===== config.mk =====
export PLATFORM = sky130hd
export DESIGN_NAME = multicycle_ctrl_flat
export DESIGN_NICKNAME = d
export VERILOG_FILES = /design/src/rtl/multicycle_ctrl_if.sv /design/src/rtl/multicycle_ctrl.sv /design/src/flat_wrapper.sv
export SDC_FILE = /design/constraint.sdc
export NUM_CORES = 1
export LEC_CHECK = 0
export BUFFER_PORTS_ARGS = -buffer_cell sky130_fd_sc_hd__buf_2
export CORE_ASPECT_RATIO = 1.75
export CORE_MARGIN = 8
export CORE_UTILIZATION = 47
export DETAILED_ROUTE_END_ITERATION = 12
export HOLD_SLACK_MARGIN = 0.05
export PLACE_DENSITY = 0.87
export SYNTH_ARGS = -nofsm -noshare
export SYNTH_HDL_FRONTEND = slang
export SYNTH_SLANG_ARGS = --single-unit

===== constraint.sdc =====
create_clock -name CLK -period 1.8 [get_ports CLK]
set_clock_uncertainty 0.1 [all_clocks]
set_input_delay 0.27 -clock CLK [delete_from_list [all_inputs] [get_ports CLK]]
set_output_delay 0.27 -clock CLK [all_outputs]
set_load 0.03 [all_outputs]

===== src/rtl/multicycle_ctrl_if.sv =====
// Control bundle between the multicycle controller and the MIPS datapath.
// The controller uses the master side; the datapath uses the slave side.
interface multicycle_ctrl_if #(
  parameter int CNT_W = 32
);
  logic [5:0]       op;
  logic             zero;
  logic             sign;
  logic             mem_ready;
  logic [2:0]       state;
  logic             PCWre;
  logic             IRWre;
  logic             RegWre;
  logic             mRD;
  logic             mWR;
  logic             ALUSrcA;
  logic             ALUSrcB;
  logic [2:0]       ALUOp;
  logic             ExtSel;
  logic [1:0]       RegDst;
  logic             WrRegDSrc;
  logic             DBDataSrc;
  logic [1:0]       PCSrc;
  logic             halted;
  logic             illegal;
  logic [CNT_W-1:0] retired;

  modport master (
    input  op, zero, sign, mem_ready,
    output state, PCWre, IRWre, RegWre,
    output mRD, mWR, ALUSrcA, ALUSrcB,
    output ALUOp, ExtSel, RegDst,
    output WrRegDSrc, DBDataSrc, PCSrc,
    output halted, illegal, retired
  );

  modport slave (
    output op, zero, sign, mem_ready,
    input  state, PCWre, IRWre, RegWre,
    input  mRD, mWR, ALUSrcA, ALUSrcB,
    input  ALUOp, ExtSel, RegDst,
    input  WrRegDSrc, DBDataSrc, PCSrc,
    input  halted, illegal, retired
  );
endinterface


===== src/rtl/multicycle_ctrl.sv =====
// Multicycle MIPS control FSM: sequences IF/ID/EXE/MEM/WB and
// drives datapath controls from the current state and opcode.
module multicycle_ctrl #(
  parameter int CNT_W = 32
) (
  input  logic CLK,
  input  logic RST_n,
  multicycle_ctrl_if.master bus
);

  typedef enum logic [2:0] {
    S_IF     = 3'b000,
    S_ID     = 3'b001,
    S_EXE_LS = 3'b010,
    S_MEM    = 3'b011,
    S_WB_LD  = 3'b100,
    S_EXE_BR = 3'b101,
    S_EXE_AL = 3'b110,
    S_WB_AL  = 3'b111
  } state_t;

  localparam logic [5:0] OP_ADD   = 6'b000000;
  localparam logic [5:0] OP_SUB   = 6'b000001;
  localparam logic [5:0] OP_ADDIU = 6'b000010;
  localparam logic [5:0] OP_ANDI  = 6'b010000;
  localparam logic [5:0] OP_AND   = 6'b010001;
  localparam logic [5:0] OP_ORI   = 6'b010010;
  localparam logic [5:0] OP_OR    = 6'b010011;
  localparam logic [5:0] OP_SLL   = 6'b011000;
  localparam logic [5:0] OP_SLTI  = 6'b011100;
  localparam logic [5:0] OP_SW    = 6'b100110;
  localparam logic [5:0] OP_LW    = 6'b100111;
  localparam logic [5:0] OP_BEQ   = 6'b110000;
  localparam logic [5:0] OP_BNE   = 6'b110001;
  localparam logic [5:0] OP_BLTZ  = 6'b110010;
  localparam logic [5:0] OP_J     = 6'b111000;
  localparam logic [5:0] OP_JR    = 6'b111001;
  localparam logic [5:0] OP_JAL   = 6'b111010;
  localparam logic [5:0] OP_HALT  = 6'b111111;

  state_t           st;
  state_t           nxt;
  logic             halted;
  logic [CNT_W-1:0] cnt;

  logic       is_alu;
  logic       is_imm;
  logic       is_sll;
  logic       is_sext;
  logic       is_br;
  logic       is_ls;
  logic       is_jmp;
  logic       is_halt;
  logic [2:0] alu_fn;
  logic       taken;

  always_comb begin
    is_alu  = 1'b0;
    is_imm  = 1'b0;
    is_sll  = 1'b0;
    is_sext = 1'b0;
    is_br   = 1'b0;
    is_ls   = 1'b0;
    is_jmp  = 1'b0;
    is_halt = 1'b0;
    alu_fn  = 3'b000;
    case (bus.op)
      OP_ADD:   is_alu = 1'b1;
      OP_SUB: begin
        is_alu = 1'b1;
        alu_fn = 3'b001;
      end
      OP_ADDIU: begin
        is_alu  = 1'b1;
        is_imm  = 1'b1;
        is_sext = 1'b1;
      end
      OP_ANDI: begin
        is_alu = 1'b1;
        is_imm = 1'b1;
        alu_fn = 3'b100;
      end
      OP_AND: begin
        is_alu = 1'b1;
        alu_fn = 3'b100;
      end
      OP_ORI: begin
        is_alu = 1'b1;
        is_imm = 1'b1;
        alu_fn = 3'b011;
      end
      OP_OR: begin
        is_alu = 1'b1;
        alu_fn = 3'b011;
      end
      OP_SLL: begin
        is_alu = 1'b1;
        is_sll = 1'b1;
        alu_fn = 3'b010;
      end
      OP_SLTI: begin
        is_alu  = 1'b1;
        is_imm  = 1'b1;
        is_sext = 1'b1;
        alu_fn  = 3'b101;
      end
      OP_SW, OP_LW:            is_ls   = 1'b1;
      OP_BEQ, OP_BNE, OP_BLTZ: is_br   = 1'b1;
      OP_J, OP_JR, OP_JAL:     is_jmp  = 1'b1;
      OP_HALT:                 is_halt = 1'b1;
      default: ;
    endcase
  end

  assign taken = (bus.op == OP_BEQ  &&  bus.zero) ||
                 (bus.op == OP_BNE  && !bus.zero) ||
                 (bus.op == OP_BLTZ &&  bus.sign);

  always_comb begin
    nxt           = st;
    bus.PCWre     = 1'b0;
    bus.IRWre     = 1'b0;
    bus.RegWre    = 1'b0;
    bus.mRD       = 1'b0;
    bus.mWR       = 1'b0;
    bus.ALUSrcA   = 1'b0;
    bus.ALUSrcB   = 1'b0;
    bus.ALUOp     = 3'b000;
    bus.ExtSel    = 1'b0;
    bus.RegDst    = 2'b00;
    bus.WrRegDSrc = 1'b0;
    bus.DBDataSrc = 1'b0;
    bus.PCSrc     = 2'b00;
    bus.illegal   = 1'b0;
    case (st)
      S_IF: begin
        bus.IRWre = 1'b1;
        nxt       = S_ID;
      end
      S_ID: begin
        // once halted, ID is parked regardless of what op shows
        if (halted || is_halt) begin
          nxt = S_ID;
        end else if (is_jmp) begin
          bus.PCWre = 1'b1;
          bus.PCSrc = (bus.op == OP_JR) ? 2'b10 : 2'b11;
          if (bus.op == OP_JAL) begin
            bus.RegWre = 1'b1;
          end
          nxt = S_IF;
        end else if (is_br) begin
          nxt = S_EXE_BR;
        end else if (is_ls) begin
          nxt = S_EXE_LS;
        end else if (is_alu) begin
          nxt = S_EXE_AL;
        end else begin
          bus.illegal = 1'b1;
          bus.PCWre   = 1'b1;
          nxt         = S_IF;
        end
      end
      S_EXE_AL: begin
        bus.ALUOp   = alu_fn;
        bus.ALUSrcB = is_imm;
        bus.ALUSrcA = is_sll;
        bus.ExtSel  = is_sext;
        nxt         = S_WB_AL;
      end
      S_WB_AL: begin
        bus.RegWre    = 1'b1;
        bus.WrRegDSrc = 1'b1;
        bus.RegDst    = is_imm ? 2'b01 : 2'b10;
        bus.PCWre     = 1'b1;
        nxt           = S_IF;
      end
      S_EXE_BR: begin
        bus.ALUOp = (bus.op == OP_BLTZ) ? 3'b101 : 3'b001;
        bus.PCWre = 1'b1;
        bus.PCSrc = taken ? 2'b01 : 2'b00;
        nxt       = S_IF;
      end
      S_EXE_LS: begin
        bus.ALUSrcB = 1'b1;
        bus.ExtSel  = 1'b1;
        nxt         = S_MEM;
      end
      S_MEM: begin
        bus.mWR = (bus.op == OP_SW);
        bus.mRD = (bus.op == OP_LW);
        if (bus.mem_ready) begin
          if (bus.op == OP_SW) begin
            bus.PCWre = 1'b1;
            nxt       = S_IF;
          end else begin
            nxt = S_WB_LD;
          end
        end
      end
      S_WB_LD: begin
        bus.RegWre    = 1'b1;
        bus.RegDst    = 2'b01;
        bus.WrRegDSrc = 1'b1;
        bus.DBDataSrc = 1'b1;
        bus.PCWre     = 1'b1;
        nxt           = S_IF;
      end
      default: nxt = S_IF;
    endcase
  end

  always_ff @(posedge CLK or negedge RST_n) begin
    if (!RST_n) begin
      st     <= S_IF;
      halted <= 1'b0;
      cnt    <= '0;
    end else begin
      st <= nxt;
      if (st == S_ID && is_halt) begin
        halted <= 1'b1;
      end
      // a skipped illegal opcode moves the PC but is not retired
      if (bus.PCWre && !bus.illegal) begin
        cnt <= cnt + 1'b1;
      end
    end
  end

  assign bus.state   = st;
  assign bus.halted  = halted;
  assign bus.retired = cnt;

endmodule


===== src/flat_wrapper.sv =====
// flat-port wrapper written by rule: the top's interface ports become plain ports
module multicycle_ctrl_flat 
#(
  parameter int CNT_W = 32
)
  (CLK, RST_n, bus_op, bus_zero, bus_sign, bus_mem_ready, bus_state, bus_PCWre, bus_IRWre, bus_RegWre, bus_mRD, bus_mWR, bus_ALUSrcA, bus_ALUSrcB, bus_ALUOp, bus_ExtSel, bus_RegDst, bus_WrRegDSrc, bus_DBDataSrc, bus_PCSrc, bus_halted, bus_illegal, bus_retired);
  multicycle_ctrl_if #(.CNT_W(CNT_W)) bus_i ();
  input  logic CLK;
  input  logic RST_n;
  input wire logic [$bits(bus_i.op)-1:0] bus_op;
  input wire logic [$bits(bus_i.zero)-1:0] bus_zero;
  input wire logic [$bits(bus_i.sign)-1:0] bus_sign;
  input wire logic [$bits(bus_i.mem_ready)-1:0] bus_mem_ready;
  output wire logic [$bits(bus_i.state)-1:0] bus_state;
  output wire logic [$bits(bus_i.PCWre)-1:0] bus_PCWre;
  output wire logic [$bits(bus_i.IRWre)-1:0] bus_IRWre;
  output wire logic [$bits(bus_i.RegWre)-1:0] bus_RegWre;
  output wire logic [$bits(bus_i.mRD)-1:0] bus_mRD;
  output wire logic [$bits(bus_i.mWR)-1:0] bus_mWR;
  output wire logic [$bits(bus_i.ALUSrcA)-1:0] bus_ALUSrcA;
  output wire logic [$bits(bus_i.ALUSrcB)-1:0] bus_ALUSrcB;
  output wire logic [$bits(bus_i.ALUOp)-1:0] bus_ALUOp;
  output wire logic [$bits(bus_i.ExtSel)-1:0] bus_ExtSel;
  output wire logic [$bits(bus_i.RegDst)-1:0] bus_RegDst;
  output wire logic [$bits(bus_i.WrRegDSrc)-1:0] bus_WrRegDSrc;
  output wire logic [$bits(bus_i.DBDataSrc)-1:0] bus_DBDataSrc;
  output wire logic [$bits(bus_i.PCSrc)-1:0] bus_PCSrc;
  output wire logic [$bits(bus_i.halted)-1:0] bus_halted;
  output wire logic [$bits(bus_i.illegal)-1:0] bus_illegal;
  output wire logic [$bits(bus_i.retired)-1:0] bus_retired;
  assign bus_i.op = bus_op;
  assign bus_i.zero = bus_zero;
  assign bus_i.sign = bus_sign;
  assign bus_i.mem_ready = bus_mem_ready;
  assign bus_state = bus_i.state;
  assign bus_PCWre = bus_i.PCWre;
  assign bus_IRWre = bus_i.IRWre;
  assign bus_RegWre = bus_i.RegWre;
  assign bus_mRD = bus_i.mRD;
  assign bus_mWR = bus_i.mWR;
  assign bus_ALUSrcA = bus_i.ALUSrcA;
  assign bus_ALUSrcB = bus_i.ALUSrcB;
  assign bus_ALUOp = bus_i.ALUOp;
  assign bus_ExtSel = bus_i.ExtSel;
  assign bus_RegDst = bus_i.RegDst;
  assign bus_WrRegDSrc = bus_i.WrRegDSrc;
  assign bus_DBDataSrc = bus_i.DBDataSrc;
  assign bus_PCSrc = bus_i.PCSrc;
  assign bus_halted = bus_i.halted;
  assign bus_illegal = bus_i.illegal;
  assign bus_retired = bus_i.retired;
  multicycle_ctrl #(.CNT_W(CNT_W)) u_core (.CLK(CLK), .RST_n(RST_n), .bus(bus_i));
endmodule

Word level (Yosys, flattened, before mapping) --
Cells that the tools add are included.
Storage, ports and cells: logic and storage cells 100, register bits 36, bits of input ports 11
Operators by class: equality and inequality tests 25, $add $sub $neg 1, muxes and demuxes 49, reduce and logical (&&, ||, !) cells 22
Operators with widths (number):
- 6-bit == test, second input constant | 9
- 6-bit by 5-bit == test with 1-bit output, second input constant | 6
- 32-bit by 1-bit adder with 32-bit output, second input constant | 1
- 1-bit 2-to-1 mux | 29
- 3-bit 2-to-1 mux | 8
- 3-bit one-hot mux with 6 select lines | 1
- 3-bit one-hot mux with 5 select lines | 1
- 3-bit == test, second input constant | 4
- 2-bit OR reduction | 5
- 3-bit OR reduction | 3
- 9-bit OR reduction | 1
- 2-bit one-hot mux with 2 select lines | 2
- 3-bit by 2-bit == test with 1-bit output, second input constant | 2
- 6-bit by 1-bit == test with 1-bit output, second input constant | 1
- 6-bit by 2-bit == test with 1-bit output, second input constant | 1
- 6-bit logical NOT | 1
- 2-bit 2-to-1 mux | 3
- 1-bit one-hot mux with 2 select lines | 3
- 3-bit one-hot mux with 2 select lines | 1
- 1-bit logical AND | 5
- 4-bit OR reduction | 1
- 3-bit by 1-bit == test with 1-bit output, second input constant | 1
- 3-bit logical NOT | 1
- 1-bit logical OR | 3
- 3 further kinds | 4

Logic depth before layout (Yosys ltp) --
depth in word-level cells 11, depth in mapped cells 7, depth with buffers taken out 6

Least setup slack after synthesis --
Ideal clock, no wire load.
kind reg-to-output, start register u_core.st[2], in the netlist u_core.bus.state[2], end output bus_RegWre, path slack -0.772 ns, data required time 1.430 ns, stages on the path, launching flop included 4, path buffers 0, data arrival time 2.202 ns, cell sequence dfrtp_1 or4b_4 or2_2 o31ai_1
Between the ends: longest elaborated chain between the ends 3, elaborated cells between the ends (all ways) 5, those cells by class eq/ne (3); mux (1); reduce/logical (1)
Ends and longest elaborated chain:
- start: declaration | RTL line multicycle_ctrl.sv:41 | state_t st;
- start signal: assignment | RTL line multicycle_ctrl.sv:218 | st <= nxt;
- 3-bit == test | RTL line multicycle_ctrl.sv:135 | case (st)
- 2-bit OR reduction (no line)
- 1-bit one-hot mux with 2 select lines * | RTL line multicycle_ctrl.sv:135
- end: declaration | RTL line flat_wrapper.sv:17 | output wire logic [$bits(bus_i.RegWre)-1:0] bus_RegWre;
Mark *: on every way between the ends. The rest lies on a longest branch, timed or not.

Worst setup path in the final report --
start register u_core.st[1], in the netlist u_core.bus.state[1], end register u_core.cnt[30], in the netlist u_core.bus.retired[30]
Between the ends: longest elaborated chain between the ends 4, elaborated cells between the ends (all ways) 10, those cells by class eq/ne (5); mux (2); reduce/logical (3)
Ends and longest elaborated chain:
- 3-bit == test or 3-bit by 1-bit == test with 1-bit output (tied branches) | RTL line multicycle_ctrl.sv:135
- 3-bit OR reduction (no line) or 1-bit 2-to-1 mux (tied branches)
- 1-bit one-hot mux with 3 select lines or 1-bit logical NOT (tied branches) | RTL line multicycle_ctrl.sv:135, multicycle_ctrl.sv:223
- 1-bit logical AND * | RTL line multicycle_ctrl.sv:223 | if (bus.PCWre && !bus.illegal) begin
- end signal: assignment | RTL line multicycle_ctrl.sv:224 | cnt <= cnt + 1'b1;
- end: declaration | RTL line multicycle_ctrl.sv:44 | logic [CNT_W-1:0] cnt;
Marked as above. A chain may end at the register's enable or synchronous reset.

==> key figures <==
Timing
  – Worst slew pin tran: 0.7477 ns
  – Max Clk Rate: between 0.4 and 0.5 GHz
  – Rel. slew slack: between 50 and 60%
  – Period utilization: 135.8%
  – Hold_ws: roughly 0.32 ns
  – Max-slew violation count: 0
  – Final min period: approximately 2.4 ns
  – Setup TNS: -16.25 ns
  – Count of final setup violators: 47
  – Final Hold Fails: 0
  – RSZ-0062 raised after global routing: true
  – Worst Setup Slack, final: -0.6443 ns

Placement
  – Port Buffers: 64
  – Placed inst area: about 3300 µm²
  – Pre-CTS worst setup slack: -0.4197 ns
  – HPWL Detailed: 5673 µm
  – RePlAce Congestion: just under 1

Power and ir drop
  – P per Cell Area: between 900 and 1000 nW/µm²
  – P_leak: between 0.002 and 0.0025 µW
  – Peak VDD IR: around 1200 µV
  – Switching fraction of total power: between 40% and 50%
  – Internal power: 2209 µW
  – Sequential share of power: between 20% and 30%
  – Comb pwr share: 58.8%
  – Clk pwr share: 15.9%
  – Sw power: between 1500 and 2000 µW
  – Total power: between 3000 and 4000 µW

Synthesis
  – Yosys top cell area share: 39.24%
  – Number of enable flip-flop cells after synthesis: 0
  – Mapped cell area: between 2000 and 2500 µm²
  – Synth Net Count: 250
  – Synth area leaders: dfrtp_1, xor2_1, nor2_1
  – Synth area leader: dfrtp_1
  – Seq cells post-synth: 36
  – Ys async rst share: 100.0%
  – Prevailing post-synth register cell: dfrtp_1
  – Syn_area_per_cell: approximately 9.6 µm²
  – Post-synthesis sequential area ratio: about two fifths
  – Synth unique cells: 55
  – Ys Warns: 0
  – Instance count of the mapped netlist: 238

Clock tree
  – Clk sinks: 36
  – Clock tree buffer depth: 2
  – Skew-Pair Late Insertion Delay: ~0.30 ns
  – CTS tree: yes
  – Clock Pin Slew Worst Setup and Hold Paths: 0.07 ns
  – Htree depth: 2
  – Root buf cell: clkbuf_8
  – CTS buffer count: 5

Setup path
  – Startpoint class of the critical path: flop
  – Flop2flop setup slack: -0.64 ns
  – CP Buf/Inv Count: 2
  – Required @ worst endpoint: between 1.5 and 2 ns
  – Most frequent CP cell: nor4b_4
  – Critical path peak fanout: 9
  – Critical path class: flop to flop
  – CP arrival: 2.54 ns
  – Critical Path Sink Type: flop
  – CP peak stage delay: 0.58 ns
  – Worst R2R Path Depth: 7
  – Crit-path cells: or4b_4, buf_4, nor4b_4, a31oi_4, buf_12, nor4b_4, xor2_1
  – Critical path's top delay family: simple AND/OR/NAND/NOR gates
  – Critical-path top delay cell: or4b_4
  – Worst R2R Start: u_core.bus.state[1]
  – Worst R2R End: u_core.bus.retired[30]

Final layout
  – Most common cell after layout, fill and taps aside: buf_4
  – Nets: roughly 390
  – Area Overhead vs Synth: 73.13%
  – Ant diodes: 0
  – Most frequent cells in the layout: buf_4, buf_2, buf_6, xor2_1, dfrtp_1
  – Layout cells sized above 1: between 60% and 70%
  – # fillers: 220
  – Final Cell Area: 3975 µm²

GRT
  – Congestion Overflow GR: 0
  – Largest net degree at the start of global routing: 34
  – Number of global-route vias before repair: around 2.7k
  – Global-route wire length before repair: ~13000 µm
  – GR Util All Layers: 22.92%
  – Initial antenna violation count: 0

Routing
  – Remaining DRCs: 0
  – Vias: around 2.6k
  – Via density per instance: approximately 6.0
  – Post-route ant nets: 0
  – TritonRoute pass-1 iters: 4
  – Avg WL per Cell: 21.60 µm
  – WL final: about 9400 µm
  – 1st-iter DRT viols: roughly 230

Die
  – I/O pin cnt: 65
  – Initial core utilization: approximately 49%
  – Die Wd: 68.84 µm
  – Core box area: 4707 µm²
  – Die ar.: roughly 7500 µm²
  – Rows: 33
  – Die Y: between 100 and 150 µm

Run status
  – Status: finished with violations
  – Failing checks: setup timing

Min path
  – Hold endpoint: u_core.bus.state[0]
  – Hold wc startpoint: bus_mem_ready
  – WHS Path Cells: 4
  – Min-delay worst type: primary input to flop

Job
  – Max Cap Viol: 0
logic make-up after synthesis:
logic type	synth area share (%)
simple gates	32.26
compound gates	10.90
buf+inv	3.923
fa+ha+maj	0.5449
flops	39.24
mux	0.9264
xor+xnor	12.21
worst max path at each step:
stage | depth (start not counted) | start | slack, ns | endpoint
detailed placement | 6 | u_core.bus.state[1] | -0.42 | u_core.bus.retired[17]
global route | 7 | u_core.bus.state[1] | -0.68 | u_core.bus.retired[30]
finish | 7 | u_core.bus.state[1] | -0.64 | u_core.bus.retired[30]
CTS | 4 | u_core.bus.state[2] | -0.50 | bus_RegWre
floorplan | 5 | u_core.bus.state[1] | -0.53 | u_core.bus.retired[19]
global placement | 7 | bus_op[3] | -0.31 | bus_ALUOp[0]
power by group through the flow:
stage	Combinational (µW)	Clock [µW]	Sequential, µW
detailed placement	1700	0	972
global route	2340	631	976
CTS	2040	599	959
floorplan	851	0	1190
finish	2250	608	968
global placement	1670	0	966
tightest hold or removal path, stage by stage:
cell and delay [ns]:
buf_2 0.13, nand2_1 0.07, a21oi_1 0.07, a21oi_1 0.13
per-stage QoR:
stage                     cells  utilization, %
after global routing        434           84.45
after floorplan             238               -
after CTS                   427           79.90
after global placement      409           70.52
after detailed placement    409           70.52
final                       434           84.45
cells in the mapped netlist (2+ instances only):
cell	count
a21oi_1	9
a31oi_1	3
a32o_1	2
and2_1	2
and3_1	5
and4_1	5
buf_2	3
clkbuf_1	11
dfrtp_1	36
inv_1	6
nand2_1	16
nand2b_1	6
nand3_1	10
nand4_1	7
nand4b_1	3
nor2_1	21
nor2b_1	2
nor3_1	2
nor3_2	3
nor3b_1	6
nor3b_2	2
nor4_1	3
nor4_2	2
nor4b_4	2
o21a_1	2
o21ai_0	5
o21bai_1	2
o22ai_1	3
or2_2	2
or3_1	2
xnor2_1	9
xor2_1	23
per-layer routing:
layer  part of all wire, %  wire [µm]  vias to the layer above  GRT usage [%]
li1                      -          -                     1143              -
met1                    34       3230                     1267          22.51
met2                    54       5050                      150          43.02
met3                   6.4        600                       45          3.934
met4                   5.3        494                        0          11.40
met5                     0          0                        -              0
sequential cells by signal (all words and copies together) (netlist names):
register and flops:
u_core.bus.state 3, u_core.bus.retired 32, u_core.bus.halted 1
cell type report:
class	instances	area (µm²)	area share (%)
Timing Repair Buffer	150	1174	29.52
Multi-Input combinational cell	182	1704	42.87
Inverter	6	25.02	0.6295
Clock buffer	8	90.09	2.266
Sequential cell	36	917.1	23.07
Tap cell	52	65.06	1.637
timing repair:
| action | CTS | global route |
|---|---|---|
| pin swaps | 26 | 28 |
| gates resized for setup | 66 | 42 |
| setup endpoints to repair | 49 | 50 |
| gates cloned | 1 | 0 |
| endpoints found under the hold margin | 32 | 0 |
| setup buffers | 11 | 11 |
| hold buffers | 1 | 0 |
Power figures use the tool's default switching activity.
